[src/rtl/veggie_pkg.sv]
// Shared types and constants for the frame buffer fill path.
// Geometry, command/state/status enums and the row address helper.
package veggie_pkg;

  localparam int H_RES  = 640;
  localparam int V_RES  = 480;
  localparam int ADDR_W = 19;
  localparam int DATA_W = 8;
  localparam int CRD_W  = 10;

  typedef enum logic {
    OP_CLEAR = 1'b0,
    OP_RECT  = 1'b1
  } op_t;

  typedef enum logic [1:0] {
    IDLE,
    SETUP,
    FILL,
    DONE
  } state_t;

  typedef enum logic [1:0] {
    ST_OK    = 2'b00,
    ST_EMPTY = 2'b01,
    ST_ABORT = 2'b10
  } status_t;

  // y*640 as (y*512)+(y*128), shift-add only
  function automatic logic [ADDR_W-1:0] row_base(
    input logic [CRD_W-1:0] y
  );
    logic [ADDR_W-1:0] ye;
    ye = ADDR_W'(y);
    return (ye << 9) + (ye << 7);
  endfunction

endpackage

[src/rtl/rect_clipper.sv]
// Clips a rectangle to the visible frame.
// Produces exclusive end coordinates and an empty flag.
module rect_clipper
  import veggie_pkg::*;
(
  input  logic [CRD_W-1:0] x,
  input  logic [CRD_W-1:0] y,
  input  logic [CRD_W-1:0] w,
  input  logic [CRD_W-1:0] h,
  output logic [CRD_W:0]   x_end,
  output logic [CRD_W:0]   y_end,
  output logic             empty
);

  localparam logic [CRD_W:0] H_LIM = (CRD_W+1)'(H_RES);
  localparam logic [CRD_W:0] V_LIM = (CRD_W+1)'(V_RES);

  logic [CRD_W:0] xs;
  logic [CRD_W:0] ys;

  always_comb begin
    xs    = {1'b0, x} + {1'b0, w};
    ys    = {1'b0, y} + {1'b0, h};
    x_end = (xs > H_LIM) ? H_LIM : xs;
    y_end = (ys > V_LIM) ? V_LIM : ys;
    empty = (w == '0) || (h == '0) ||
            ({1'b0, x} >= H_LIM) ||
            ({1'b0, y} >= V_LIM);
  end

endmodule

[src/rtl/frame_fill_sequencer.sv]
// Drives the frame buffer write port one pixel per clock
// for CLEAR and clipped RECT commands from software.
module frame_fill_sequencer
  import veggie_pkg::*;
(
  input  logic              Clk,
  input  logic              Reset_n,
  input  logic              cmd_valid,
  output logic              cmd_ready,
  input  logic              cmd_op,
  input  logic [CRD_W-1:0]  cmd_x,
  input  logic [CRD_W-1:0]  cmd_y,
  input  logic [CRD_W-1:0]  cmd_w,
  input  logic [CRD_W-1:0]  cmd_h,
  input  logic [DATA_W-1:0] cmd_color,
  input  logic              abort,
  output logic [ADDR_W-1:0] fb_wraddress,
  output logic [DATA_W-1:0] fb_data,
  output logic              fb_wren,
  output logic              busy,
  output logic              done,
  output logic [1:0]        status
);

  state_t             state_q, state_d;
  op_t                op_q, op_d;
  status_t            status_q, status_d;
  logic [CRD_W-1:0]   x_q, x_d, y_q, y_d;
  logic [CRD_W-1:0]   w_q, w_d, h_q, h_d;
  logic [CRD_W-1:0]   col_q, col_d, row_q, row_d;
  logic [CRD_W:0]     x_end_q, x_end_d;
  logic [CRD_W:0]     y_end_q, y_end_d;
  logic [DATA_W-1:0]  color_q, color_d;
  logic [ADDR_W-1:0]  row_base_q, row_base_d;
  logic [ADDR_W-1:0]  addr_q, addr_d;

  logic [CRD_W-1:0]   sx, sy, sw, sh;
  logic [CRD_W:0]     clip_xe, clip_ye;
  logic               clip_empty;
  logic               col_last, row_last;
  logic [ADDR_W-1:0]  next_row;

  always_comb begin
    sx = x_q;
    sy = y_q;
    sw = w_q;
    sh = h_q;
    if (op_q == OP_CLEAR) begin
      sx = '0;
      sy = '0;
      sw = CRD_W'(H_RES);
      sh = CRD_W'(V_RES);
    end
  end

  rect_clipper u_clip (
    .x     (sx),
    .y     (sy),
    .w     (sw),
    .h     (sh),
    .x_end (clip_xe),
    .y_end (clip_ye),
    .empty (clip_empty)
  );

  assign col_last = (({1'b0, col_q} + 11'd1) == x_end_q);
  assign row_last = (({1'b0, row_q} + 11'd1) == y_end_q);
  assign next_row = row_base_q + ADDR_W'(H_RES);

  always_comb begin
    state_d    = state_q;
    op_d       = op_q;
    status_d   = status_q;
    x_d        = x_q;
    y_d        = y_q;
    w_d        = w_q;
    h_d        = h_q;
    col_d      = col_q;
    row_d      = row_q;
    x_end_d    = x_end_q;
    y_end_d    = y_end_q;
    color_d    = color_q;
    row_base_d = row_base_q;
    addr_d     = addr_q;
    unique case (state_q)
      IDLE: begin
        if (cmd_valid) begin
          op_d    = op_t'(cmd_op);
          x_d     = cmd_x;
          y_d     = cmd_y;
          w_d     = cmd_w;
          h_d     = cmd_h;
          color_d = cmd_color;
          state_d = SETUP;
        end
      end
      SETUP: begin
        x_d     = sx;
        y_d     = sy;
        x_end_d = clip_xe;
        y_end_d = clip_ye;
        if (clip_empty) begin
          status_d = ST_EMPTY;
          state_d  = DONE;
        end else begin
          col_d      = sx;
          row_d      = sy;
          row_base_d = row_base(sy);
          addr_d     = row_base(sy) + ADDR_W'(sx);
          status_d   = ST_OK;
          state_d    = FILL;
        end
      end
      FILL: begin
        if (abort) begin
          status_d = ST_ABORT;
          state_d  = DONE;
        end else if (col_last && row_last) begin
          status_d = ST_OK;
          state_d  = DONE;
        end else if (col_last) begin
          col_d      = x_q;
          row_d      = row_q + 10'd1;
          row_base_d = next_row;
          addr_d     = next_row + ADDR_W'(x_q);
        end else begin
          col_d  = col_q + 10'd1;
          addr_d = addr_q + 19'd1;
        end
      end
      DONE: begin
        state_d = IDLE;
      end
    endcase
  end

  always_ff @(posedge Clk or negedge Reset_n) begin
    if (!Reset_n) begin
      state_q    <= IDLE;
      op_q       <= OP_CLEAR;
      status_q   <= ST_OK;
      x_q        <= '0;
      y_q        <= '0;
      w_q        <= '0;
      h_q        <= '0;
      col_q      <= '0;
      row_q      <= '0;
      x_end_q    <= '0;
      y_end_q    <= '0;
      color_q    <= '0;
      row_base_q <= '0;
      addr_q     <= '0;
    end else begin
      state_q    <= state_d;
      op_q       <= op_d;
      status_q   <= status_d;
      x_q        <= x_d;
      y_q        <= y_d;
      w_q        <= w_d;
      h_q        <= h_d;
      col_q      <= col_d;
      row_q      <= row_d;
      x_end_q    <= x_end_d;
      y_end_q    <= y_end_d;
      color_q    <= color_d;
      row_base_q <= row_base_d;
      addr_q     <= addr_d;
    end
  end

  assign cmd_ready    = (state_q == IDLE);
  assign busy         = (state_q != IDLE);
  assign fb_wren      = (state_q == FILL);
  assign done         = (state_q == DONE);
  assign status       = done ? status_q : ST_OK;
  assign fb_wraddress = addr_q;
  assign fb_data      = color_q;

endmodule

[config.mk]
export PLATFORM = sky130hd
export DESIGN_NAME = frame_fill_sequencer
export DESIGN_NICKNAME = d
export VERILOG_FILES = /design/src/rtl/veggie_pkg.sv /design/src/rtl/rect_clipper.sv /design/src/rtl/frame_fill_sequencer.sv
export SDC_FILE = /design/constraint.sdc
export NUM_CORES = 1
export LEC_CHECK = 0
export CAP_MARGIN = 10
export CORE_MARGIN = 4
export CORE_UTILIZATION = 30
export CTS_BUF_LIST = sky130_fd_sc_hd__clkbuf_8 sky130_fd_sc_hd__clkbuf_16
export CTS_CLUSTER_SIZE = 25
export DETAILED_ROUTE_END_ITERATION = 10
export HOLD_SLACK_MARGIN = 0.05
export PLACE_DENSITY_LB_ADDON = 0.08
export SLEW_MARGIN = 20
export SYNTH_ARGS = -nofsm -noshare
export SYNTH_HDL_FRONTEND = slang
export SYNTH_SLANG_ARGS = --single-unit
[constraint.sdc]
create_clock -name Clk -period 3.75 [get_ports Clk]
set_input_delay 0.75 -clock Clk [delete_from_list [all_inputs] [get_ports Clk]]
set_output_delay 0.75 -clock Clk [all_outputs]
set_load 0.005 [all_outputs]
==> results.md <==
- Routed len/inst: 19.9 microns
- WP buf/inv: 0
- Synthesis Warnings: 0
- CP Depth: 9
- Multi-input gate area: 6500 sq um
- CTS tree: built
- Net switching power: 0.00552 W
- Count leader, synth: dfrtp_1
- Power per cell area: 953 nW/um^2
- Seq/Total Area, Yosys: 0.311
- Hold_buf cts: 0
- Worst Skew: roughly 0.012 ns
- TritonRoute pass-1 iters: 7
- Max cap viols: 0
- CTS buffer count: 17
- Die Y: roughly 190 microns
- Post-Syn Area: 10200 sq um
- Min Tclk post-route: 3.52 ns
- Power share of the clock group: 0.157
- Post-route setup slack: about 0.23 ns
- Longest Clk Path Bufs: 2
- Post-synth EDFFs: 0
- Slew Limit Fails: 0
- Sequential standard cell area: 3150 sq um
- Die Width: between 150 and 200 microns
- Gate power share: 0.614
- Final setup fails: 0
- Worst-Margin Slew: between 1 and 1.5 ns
- Arrival @ worst endpoint: ~3.8 ns
- Status: complete, no violations
- CP max-delay cell: or4_1
- Crit-path max cell delay: approximately 0.74 ns
- Family with the most delay on the worst path: simple AND/OR/NAND/NOR gates
- Detail Placement HPWL: 25200 microns
- Synth Instances: 1154
- Number of clock sinks: 126
- Area grow syn2layout: 20.4%
- Avg Cell Area, Syn: 8.80 sq um
- Dpl ws: 0.280 ns
- Layout Nets: 1318
- Pin count of the biggest net entering global routing: 69
- WL final: 33600 microns
- Pint: between 0.006 and 0.007 W
- Routed vias: 9047
- Placed inst area: 11600 sq um
- Antenna violations before repair: 0
- # DRC: 0
- Initial drt markers: approximately 800
- Reg power frac: 0.229
- Total GRT Usage: 0.184
- Routability congestion estimate from global placement: 0.840
- Clock slew at reported path FFs: 0.07 ns
- R2R cell count: 9
- # IOs: 86
- CP Launch Type: flip-flop
- CTS root buf: clkbuf_16
- Top cells by count, synth: dfrtp_1 (126), nand2_1 (107), nor2_1 (66)
- Top cells by area, synth: dfrtp_1 (31%), xnor2_1 (5.1%), ha_1 (4.4%)
- Yosys cell types: 95
- Period utilisation layout: 0.939
- Share of the synthesized area in the top cell type: 0.311
- Top FF cell, synth: dfrtp_1
- Core area: 33400 sq um
- Worst min-delay path class: in2async
- Worst Path Required: 4.06 ns
- Fin area: between 10000 and 15000 sq um
- Seq cells post-synth: 126
- Hold Vio Cnt, Final: 0
- Post-CTS Setup Inserts: 0
- Global-route wire length before repair: about 53000 microns
- P_leak: slightly below 5 nW
- CP max FO: 12
- H-tree depth: 4
- Worst-Skew Late Latency: 0.43 ns
- Setup TNS: 0 ns
- Num rows: between 60 and 70
- Crit Path Class: reg2reg
- Rel. slew slack: 0.287
- Worst Setup End Kind: flip-flop
- Layout cells sized above 1: 0.121
- Ys async rst share: 1.00
- Antenna cells: 0
- Starting Density: 0.304
- Post-cts sizing count: 0
- Vias in the first global route: 8856
- CP Cell Sequence: ha_1 > nand3_1 > nor3_1 > xnor2_1 > o221ai_2 > or3_4 > or4_1 > o221ai_1 > a21oi_1
- Sw Share: 0.474
- GR Overflow Total: 0
- Antenna Nets Post-Route: 0
- Cell taking the most area after synthesis: dfrtp_1
- Via/cell ratio: 5.36
- Worst vdd ir: 0.387 mV
- # port buffers: 85
- Syn_nets: 1244
- Fillers: roughly 3400
- Layout Utilization: 0.366
- Die ar.: 36900 sq um
- RSZ-0062 raised after global routing: no
- Fmax: 0.284 GHz
[stage by stage]
stage,power [W],instances,hold WS [ns]
global placement,0.00987,1657,0.483
floorplan,0.00748,1154,0.442
finish,0.0117,1689,0.302
CTS,0.0117,1689,0.315
global route,0.0126,1689,0.345
detailed placement,0.00985,1657,0.486
[registers in the layout, indices dropped and copies added (netlist names), 8 cells and up]
name and count:
fb_wraddress 19, row_base_q 12, x_end_q 11, y_end_q 11, col_q 10, h_q 10
row_q 10, w_q 10, x_q 10, y_q 10, fb_data 8
[worst paths after layout]
path | start | to | slack [ns]
max | col_q[0] | row_q[7] | 0.23
min | Reset_n | y_q[1] | 0.30
max reg2reg | col_q[0] | row_q[7] | 0.23
min reg2reg | w_q[9] | w_q[9] | 0.50
max in group asynchronous | Reset_n | col_q[6] | 2.61
min in group Clk | w_q[9] | w_q[9] | 0.50
[cells in the final DEF, fill, tap and decap left out, types with 39 or more instances in the layout]
cell type and n:
a21oi_1 47, buf_4 39, clkdlybuf4s50_1 84, dfrtp_1 125
inv_1 52, mux2i_1 42, nand2_1 107, nand3_1 39
nor2_1 66, o21ai_0 64, xnor2_1 59
[kinds of logic after synthesis]
kind of cell               Yosys count  synth area share
other                                1          0.000369
adders and majority gates           39            0.0483
DFF                                126             0.311
AOI/OAI and AO/OA                  295             0.205
buffers and inverters              124            0.0514
muxes                               92             0.101
and+or+nand+nor                    382             0.199
xor gates and xnor gates            95            0.0849
[power by group through the flow]
| stage | logic, W | clock network, W | registers [W] |
|---|---|---|---|
| 5_1_grt | 0.00793 | 0.00193 | 0.00277 |
| 6_report | 0.00715 | 0.00183 | 0.00267 |
| 4_1_cts | 0.00719 | 0.00188 | 0.00267 |
| 2_1_floorplan | 0.00513 | 0 | 0.00235 |
| 3_3_place_gp | 0.00719 | 0 | 0.00268 |
| 3_5_place_dp | 0.00716 | 0 | 0.00269 |
[metal layers]
metal	vias to the layer above	global-route usage	part of all wire
met4	0	0.0510	0.019
li1	4406	-	-
met3	38	0.0351	0.044
met2	205	0.285	0.45
met5	-	0	0
met1	4398	0.263	0.49
[final cells by class]
class / instances / share of cell area
clock inverter: 14 / 0.0157
tap: 448 / 0.0458
timing repair buffer: 126 / 0.0969
sequential: 126 / 0.258
multi-input combinational: 904 / 0.532
inverter: 53 / 0.0163
clock buffer: 18 / 0.0359
[worst register-to-register path: stages, from the launching register on]
cell and delay (ns):
dfrtp_1 0.52, ha_1 0.30, nand3_1 0.25, nor3_1 0.31, xnor2_1 0.23, o221ai_2 0.17, or3_4 0.53, or4_1 0.75
o221ai_1 0.28, a21oi_1 0.07
Power figures use the tool's default switching activity.
